$ cat src/rtl/harq_combine_ctrl_if.sv
// rtl/harq_combine_ctrl_if.sv - descr_buf handshake, HARQ memory ports and combine strobe of harq_combine_ctrl
interface harq_combine_ctrl_if #(
  parameter int AW = 12
);
  logic          i_descr_vld;
  logic          i_hold;
  logic          o_descr_rdy;
  logic          o_descr_buf_data_strb;
  logic          o_harq_rd_en;
  logic [AW-1:0] o_harq_rd_addr;
  logic          o_rcombine_zero;
  logic          i_combine_data_strb;
  logic          o_harq_wr_en;
  logic [AW-1:0] o_harq_wr_addr;

  modport master (
    input  i_descr_vld, i_hold, i_combine_data_strb,
    output o_descr_rdy, o_descr_buf_data_strb, o_harq_rd_en, o_harq_rd_addr,
           o_rcombine_zero, o_harq_wr_en, o_harq_wr_addr
  );

  modport slave (
    output i_descr_vld, i_hold, i_combine_data_strb,
    input  o_descr_rdy, o_descr_buf_data_strb, o_harq_rd_en, o_harq_rd_addr,
           o_rcombine_zero, o_harq_wr_en, o_harq_wr_addr
  );
endinterface

$ cat src/rtl/harq_combine_ctrl.sv
// rtl/harq_combine_ctrl.sv - HARQ soft-combine job sequencer; HARQ_CTRL_PERF_CNT_EN adds the stall counter
module harq_combine_ctrl #(
  parameter int AW        = 12,
  parameter int LW        = 13,
  parameter int MEM_DEPTH = 4096
) (
  input  logic                 i_harq_clk,
  input  logic                 i_rst,
  input  logic                 i_start,
  input  logic [AW-1:0]        i_base_addr,
  input  logic [LW-1:0]        i_len,
  input  logic                 i_first_tx,
  output logic                 o_busy,
  output logic                 o_done,
  output logic                 o_err_start,
  output logic                 o_err_wr,
  output logic [15:0]          o_stall_cnt,
  harq_combine_ctrl_if.master  bus
);

  typedef enum logic [1:0] {
    S_IDLE,
    S_RUN,
    S_DRAIN,
    S_DONE
  } state_t;

  state_t        state_q, state_d;
  logic [LW-1:0] len_q;
  logic          first_tx_q;
  logic [LW-1:0] acc_cnt_q, acc_cnt_d;
  logic [LW-1:0] wr_cnt_q, wr_cnt_d;
  logic [AW-1:0] rd_ptr_q, rd_ptr_d;
  logic [AW-1:0] rd_ptr_inc;
  logic [1:0]    pipe_vld_q;
  logic [AW-1:0] pipe_addr0_q, pipe_addr1_q;
  logic          rcz_q;

  logic start_ok;
  logic rdy;
  logic accept;
  logic wr_fire;

  assign start_ok = i_start && ((state_q == S_IDLE) || (state_q == S_DONE));
  assign rdy      = (state_q == S_RUN) && !bus.i_hold && (acc_cnt_q < len_q);
  assign accept   = bus.i_descr_vld && rdy;
  // Stage 1 of the address pipe lines up with the combine strobe two cycles after accept.
  assign wr_fire  = bus.i_combine_data_strb && pipe_vld_q[1];

  assign rd_ptr_inc = (rd_ptr_q == AW'(MEM_DEPTH - 1)) ? '0 : rd_ptr_q + 1'b1;

  always_comb begin
    state_d   = state_q;
    acc_cnt_d = acc_cnt_q + LW'(accept);
    wr_cnt_d  = wr_cnt_q + LW'(wr_fire);
    rd_ptr_d  = accept ? rd_ptr_inc : rd_ptr_q;
    case (state_q)
      S_IDLE, S_DONE: begin
        state_d = S_IDLE;
        if (start_ok) begin
          state_d   = (i_len == '0) ? S_DONE : S_RUN;
          acc_cnt_d = '0;
          wr_cnt_d  = '0;
          rd_ptr_d  = i_base_addr;
        end
      end
      S_RUN: begin
        if (acc_cnt_d == len_q) state_d = S_DRAIN;
      end
      S_DRAIN: begin
        if (wr_cnt_d == len_q) state_d = S_DONE;
      end
      default: state_d = S_IDLE;
    endcase
  end

  always_ff @(posedge i_harq_clk or posedge i_rst) begin
    if (i_rst) begin
      state_q      <= S_IDLE;
      len_q        <= '0;
      first_tx_q   <= 1'b0;
      acc_cnt_q    <= '0;
      wr_cnt_q     <= '0;
      rd_ptr_q     <= '0;
      pipe_vld_q   <= '0;
      pipe_addr0_q <= '0;
      pipe_addr1_q <= '0;
      rcz_q        <= 1'b0;
    end else begin
      state_q      <= state_d;
      acc_cnt_q    <= acc_cnt_d;
      wr_cnt_q     <= wr_cnt_d;
      rd_ptr_q     <= rd_ptr_d;
      pipe_vld_q   <= {pipe_vld_q[0], accept};
      pipe_addr0_q <= rd_ptr_q;
      pipe_addr1_q <= pipe_addr0_q;
      rcz_q        <= first_tx_q && accept;
      if (start_ok) begin
        len_q      <= i_len;
        first_tx_q <= i_first_tx;
      end
    end
  end

  assign o_busy      = (state_q == S_RUN) || (state_q == S_DRAIN);
  assign o_done      = (state_q == S_DONE);
  assign o_err_start = i_start && o_busy;
  assign o_err_wr    = bus.i_combine_data_strb && !pipe_vld_q[1];

  assign bus.o_descr_rdy           = rdy;
  assign bus.o_descr_buf_data_strb = accept;
  assign bus.o_harq_rd_en          = accept && !first_tx_q;
  assign bus.o_harq_rd_addr        = accept ? rd_ptr_q : '0;
  assign bus.o_rcombine_zero       = rcz_q;
  assign bus.o_harq_wr_en          = wr_fire;
  assign bus.o_harq_wr_addr        = wr_fire ? pipe_addr1_q : '0;

`ifdef HARQ_CTRL_PERF_CNT_EN
  logic [15:0] stall_cnt_q;

  always_ff @(posedge i_harq_clk or posedge i_rst) begin
    if (i_rst) begin
      stall_cnt_q <= '0;
    end else if (start_ok) begin
      stall_cnt_q <= '0;
    end else if ((state_q == S_RUN) && bus.i_descr_vld && !rdy && (stall_cnt_q != 16'hFFFF)) begin
      stall_cnt_q <= stall_cnt_q + 16'd1;
    end
  end

  assign o_stall_cnt = stall_cnt_q;
`else
  assign o_stall_cnt = '0;
`endif

endmodule

$ cat src/flat_wrapper.sv
// flat-port wrapper written by rule: the top's interface ports become plain ports
module harq_combine_ctrl_flat 
#(
  parameter int AW        = 12,
  parameter int LW        = 13,
  parameter int MEM_DEPTH = 4096
)
  (i_harq_clk, i_rst, i_start, i_base_addr, i_len, i_first_tx, o_busy, o_done, o_err_start, o_err_wr, o_stall_cnt, bus_i_descr_vld, bus_i_hold, bus_i_combine_data_strb, bus_o_descr_rdy, bus_o_descr_buf_data_strb, bus_o_harq_rd_en, bus_o_harq_rd_addr, bus_o_rcombine_zero, bus_o_harq_wr_en, bus_o_harq_wr_addr);
  harq_combine_ctrl_if #(.AW(AW)) bus_i ();
  input  logic i_harq_clk;
  input  logic i_rst;
  input  logic i_start;
  input  logic [AW-1:0] i_base_addr;
  input  logic [LW-1:0] i_len;
  input  logic i_first_tx;
  output logic o_busy;
  output logic o_done;
  output logic o_err_start;
  output logic o_err_wr;
  output logic [15:0] o_stall_cnt;
  input wire logic [$bits(bus_i.i_descr_vld)-1:0] bus_i_descr_vld;
  input wire logic [$bits(bus_i.i_hold)-1:0] bus_i_hold;
  input wire logic [$bits(bus_i.i_combine_data_strb)-1:0] bus_i_combine_data_strb;
  output wire logic [$bits(bus_i.o_descr_rdy)-1:0] bus_o_descr_rdy;
  output wire logic [$bits(bus_i.o_descr_buf_data_strb)-1:0] bus_o_descr_buf_data_strb;
  output wire logic [$bits(bus_i.o_harq_rd_en)-1:0] bus_o_harq_rd_en;
  output wire logic [$bits(bus_i.o_harq_rd_addr)-1:0] bus_o_harq_rd_addr;
  output wire logic [$bits(bus_i.o_rcombine_zero)-1:0] bus_o_rcombine_zero;
  output wire logic [$bits(bus_i.o_harq_wr_en)-1:0] bus_o_harq_wr_en;
  output wire logic [$bits(bus_i.o_harq_wr_addr)-1:0] bus_o_harq_wr_addr;
  assign bus_i.i_descr_vld = bus_i_descr_vld;
  assign bus_i.i_hold = bus_i_hold;
  assign bus_i.i_combine_data_strb = bus_i_combine_data_strb;
  assign bus_o_descr_rdy = bus_i.o_descr_rdy;
  assign bus_o_descr_buf_data_strb = bus_i.o_descr_buf_data_strb;
  assign bus_o_harq_rd_en = bus_i.o_harq_rd_en;
  assign bus_o_harq_rd_addr = bus_i.o_harq_rd_addr;
  assign bus_o_rcombine_zero = bus_i.o_rcombine_zero;
  assign bus_o_harq_wr_en = bus_i.o_harq_wr_en;
  assign bus_o_harq_wr_addr = bus_i.o_harq_wr_addr;
  harq_combine_ctrl #(.AW(AW), .LW(LW), .MEM_DEPTH(MEM_DEPTH)) u_core (.i_harq_clk(i_harq_clk), .i_rst(i_rst), .i_start(i_start), .i_base_addr(i_base_addr), .i_len(i_len), .i_first_tx(i_first_tx), .o_busy(o_busy), .o_done(o_done), .o_err_start(o_err_start), .o_err_wr(o_err_wr), .o_stall_cnt(o_stall_cnt), .bus(bus_i));
endmodule
$ cat config.mk
export PLATFORM = sky130hd
export DESIGN_NAME = harq_combine_ctrl_flat
export DESIGN_NICKNAME = d
export VERILOG_FILES = /design/src/rtl/harq_combine_ctrl_if.sv /design/src/rtl/harq_combine_ctrl.sv /design/src/flat_wrapper.sv
export SDC_FILE = /design/constraint.sdc
export NUM_CORES = 1
export LEC_CHECK = 0
export ABC_AREA = 1
export CAP_MARGIN = 0
export CORE_MARGIN = 4
export CORE_UTILIZATION = 35
export CTS_BUF_LIST = sky130_fd_sc_hd__clkbuf_2
export DETAILED_ROUTE_END_ITERATION = 12
export SYNTH_ARGS = -nofsm -noshare
export SYNTH_HDL_FRONTEND = slang
export SYNTH_SLANG_ARGS = --single-unit
$ cat constraint.sdc
create_clock -name i_harq_clk -period 5.64 [get_ports i_harq_clk]
set_input_delay 0.564 -clock i_harq_clk [delete_from_list [all_inputs] [get_ports i_harq_clk]]
set_output_delay 0.564 -clock i_harq_clk [all_outputs]
set_load 0.1 [all_outputs]
==> impl_metrics.py <==
metrics = {
    "global_route": {
        "track_usage_pct": 16.52,
        "grt_max_degree": 82,
        "grt_pass1_vias": 4073,
        "met3_usage_pct": 1.998,
        "grt_pass1_wl_um": 19810,
        "overflow": 0,
        "antenna_found_initial": 1,
        "top_usage_layer": "met2",
        "grt_use_met1_pct": 23.95,
        "grt_use_met2_pct": 25.14,
    },
    "setup_path": {
        "r2r_slack_ns": 1.93,
        "arrival_ns": 3.78,
        "startpoint_type": "flip-flop",
        "worstSetupPathDepth": 12,
        "path_delay_family": "buffers and inverters",
        "timing.rr.end": "u_core.state_q[0]",
        "endpoint_kind": "output port",
        "cp.required_ns": 5.08,
        "crit_end": "bus_o_harq_rd_addr[10]",
        "worst_r2r_path_depth": 24,
        "critPathSlowestCell": "clkdlybuf4s50_1",
        "critical_path.cell_chain": "inv_1 > ha_1 > nand2_1 > nor2_1 > o21ai_1 > o211ai_1 > nand3_1 > nand3_1 > inv_1 > nand2_2 > nor2_1 > clkdlybuf4s50_1",
        "path_buf_inv": 3,
        "rr_startpoint": "u_core.len_q[4]",
        "cp_max_fo": 25,
        "worstSetupPathType": "flip-flop to output port",
        "crit_start": "u_core.len_q[4]",
        "slowest_delay_ns": 1.16,
    },
    "timing": {
        "worst_slew_pin_slew_ns": 1.023,
        "setup_viol_count_final": 0,
        "relSlewSlack_pct": 31.83,
        "hold-worst-slack_ns": 0.3694,
        "rsz0062_at_grt": "no",
        "fmax_ghz": 0.2301,
        "finalHoldViolCount": 0,
        "setup_ws_ns": 1.293,
        "finalCritPeriodShare_pct": 77.07,
        "finalSetupTns_ns": 0,
        "fin_crit_ns": 4.347,
        "drv_slew": 0,
        "clock_skew_ns": 0.04277,
    },
    "clocking": {
        "cts_resized": 0,
        "cts_tree": "done",
        "cts_max_path_buffers": 2,
        "root_buffer": "clkbuf_2",
        "post-cts-setup-buffer-count": 0,
        "path_clk_slew_ns": 0.26,
        "cts.sink_count": 81,
        "cts_buffers": 9,
        "cts_hold_buf": 0,
        "cts.htree.levels": 3,
        "clk_latency_ns": 0.56,
    },
    "drt": {
        "firstDrtPassIters": 5,
        "drc": 0,
        "vias": 4068,
        "routedWlPerCell_um": 13.62,
        "drtAntennaViolNets": 0,
        "viasPerCell": 4.708,
        "routed_wl_um": 11770,
        "drt_iter0_markers": 315,
    },
    "placed_design": {
        "gp_congestion": 0.9129,
        "numPortBuffers": 64,
        "dp_slack_ns": 1.877,
        "placed_cell_area_um2": 5448,
        "hpwlAfterDp_um": 8807,
    },
    "synthesis": {
        "ys_ff_latch": 81,
        "synth_cells": 621,
        "yosysTopAreaCell": "dfrtp_1",
        "synthTopCellsByArea": "dfrtp_1 (43%), nand2_1 (13%), inv_1 (7.1%), nor2_1 (6.7%), ha_1 (5.3%)",
        "synth_area_per_cell_um2": 7.541,
        "yosysTopAreaCellShare_pct": 43.28,
        "synth-main-ff-cell": "dfrtp_1",
        "synth_seq_area_share_pct": 43.28,
        "yosys_warnings": 0,
        "synth-async-reset-ratio_pct": 100.0,
        "synth_edf_count": 0,
        "ys_types": 37,
        "syn_area_um2": 4683,
    },
    "flow_run": {
        "cap_violations": 0,
    },
    "floorplanning": {
        "initial_core_util_pct": 36.37,
        "die_w_um": 123.7,
        "core_um2": 12880,
        "die_y_um": 123.7,
        "dieArea_um2": 15300,
        "pin_count": 81,
        "num_rows": 41,
    },
    "final_layout": {
        "fillers": 1305,
        "fin_nets": 738,
        "multiInputGateArea_um2": 2191,
        "design_area_um2": 5547,
        "drive_above_1_share_pct": 6.368,
        "regArea_um2": 2027,
        "post-route-util_pct": 43.08,
        "area_growth_pct": 18.43,
    },
    "pwr": {
        "p_per_area_nw_per_um2": 410.0,
        "leakage_nw": 2.798,
        "ir_drop_mv": 0.4889,
    },
    "min_path": {
        "min_path_type": "flip-flop to flip-flop",
    },
    "status": {
        "status": "finished, final reports clean",
    },
}
[stage by stage]
step	total power [W]	cells
after detailed placement	0.002003	847
after floorplan	0.001723	636
after global placement	0.001979	847
after global routing	0.002463	864
final	0.002274	864
after CTS	0.002292	863
[cell families (layout without fill, tap and decap cells)]
logic type      Yosys count  after routing  share of synthesized area [%]
simple gates            325            325                          30.03
buf+inv                 121            176                          11.14
flops                    81             81                          43.28
compound gates           60             60                          6.813
fa+ha+maj                20             20                          5.343
xor+xnor                 13             13                          3.313
other cells               1             17                        0.08007
[flip-flops by register name, summed over array words and instances (netlist names)]
signal	count
u_core.acc_cnt_q	13
u_core.len_q	13
u_core.wr_cnt_q	13
u_core.pipe_addr0_q	12
u_core.pipe_addr1_q	12
u_core.rd_ptr_q	12
u_core.pipe_vld_q	2
u_core.state_q	2
u_core.bus.o_rcombine_zero	1
u_core.first_tx_q	1
[how the worst min path moves through the flow]
stage               slack, ns  cells past startpoint                     from                 endpoint
floorplan                0.33                      0   u_core.pipe_addr0_q[0]   u_core.pipe_addr1_q[0]
global placement         0.33                      0   u_core.pipe_addr0_q[5]   u_core.pipe_addr1_q[5]
detailed placement       0.33                      0  u_core.pipe_addr0_q[10]  u_core.pipe_addr1_q[10]
CTS                      0.38                      0   u_core.pipe_addr0_q[1]   u_core.pipe_addr1_q[1]
global route             0.39                      0  u_core.pipe_addr0_q[11]  u_core.pipe_addr1_q[11]
finish                   0.37                      0   u_core.pipe_addr0_q[1]   u_core.pipe_addr1_q[1]
[worst register-to-register path, cell delays in order (launching register included)]
cell	delay [ns]
dfrtp_1	0.47
inv_1	0.11
ha_1	0.31
nand2_1	0.11
nor2_1	0.06
o21ai_1	0.07
o211ai_1	0.12
nand3_1	0.08
nand3_1	0.10
nor2_2	0.53
ha_1	0.32
ha_1	0.26
nand3_2	0.15
nand2_1	0.11
nand2_1	0.07
nand2_1	0.06
nand3_1	0.07
a21oi_1	0.16
nand2_1	0.07
nor2_1	0.09
nand2_1	0.09
nand2_2	0.10
nand2_2	0.06
nand2_1	0.05
nand2_1	0.04
[power breakdown]
group	switching, W	internal [W]
Clock	0.000228	0.0000616
Sequential	0.000156	0.000769
Combinational	0.000737	0.000322
[cell usage after synthesis (3+ instances only)]
cell type / n
clkbuf_1: 9
nand3_1: 44
nor2_2: 7
xor2_1: 6
ha_1: 20
nand2_1: 160
buf_4: 17
nor2_1: 84
a21oi_1: 34
o21ai_0: 17
inv_1: 89
nand2_2: 6
dfrtp_1: 81
xnor2_1: 4
nand4_1: 12
xnor3_1: 3
[metal layers]
metal | up-vias | part of all wire (%)
met3 | 18 | 4.3
met5 | - | 0
met1 | 1897 | 48
li1 | 2036 | -
met4 | 0 | 1.8
met2 | 117 | 45
[layout by cell type, fill, tap and decap left out, types with 16 or more instances in the layout]
cell type        Yosys  routed
inv_1               89      88
conb_1               1      16
nand2_1            160     160
nor2_1              84      84
clkdlybuf4s50_1      0      64
dfrtp_1             81      81
nand3_1             44      44
a21oi_1             34      34
o21ai_0             17      17
ha_1                20      20
[area by class of cell]
| cell class | instances | share of cell area [%] |
|---|---|---|
| diodes | 1 | 0.04512 |
| repair buffers | 67 | 11.96 |
| clock buffers | 9 | 0.8121 |
| flip-flops and latches | 81 | 36.54 |
| well taps | 172 | 3.880 |
| clock inverters | 7 | 0.9249 |
| multi-input cells | 434 | 39.50 |
| inverters | 93 | 6.339 |
(Power assumes the default switching activity.)
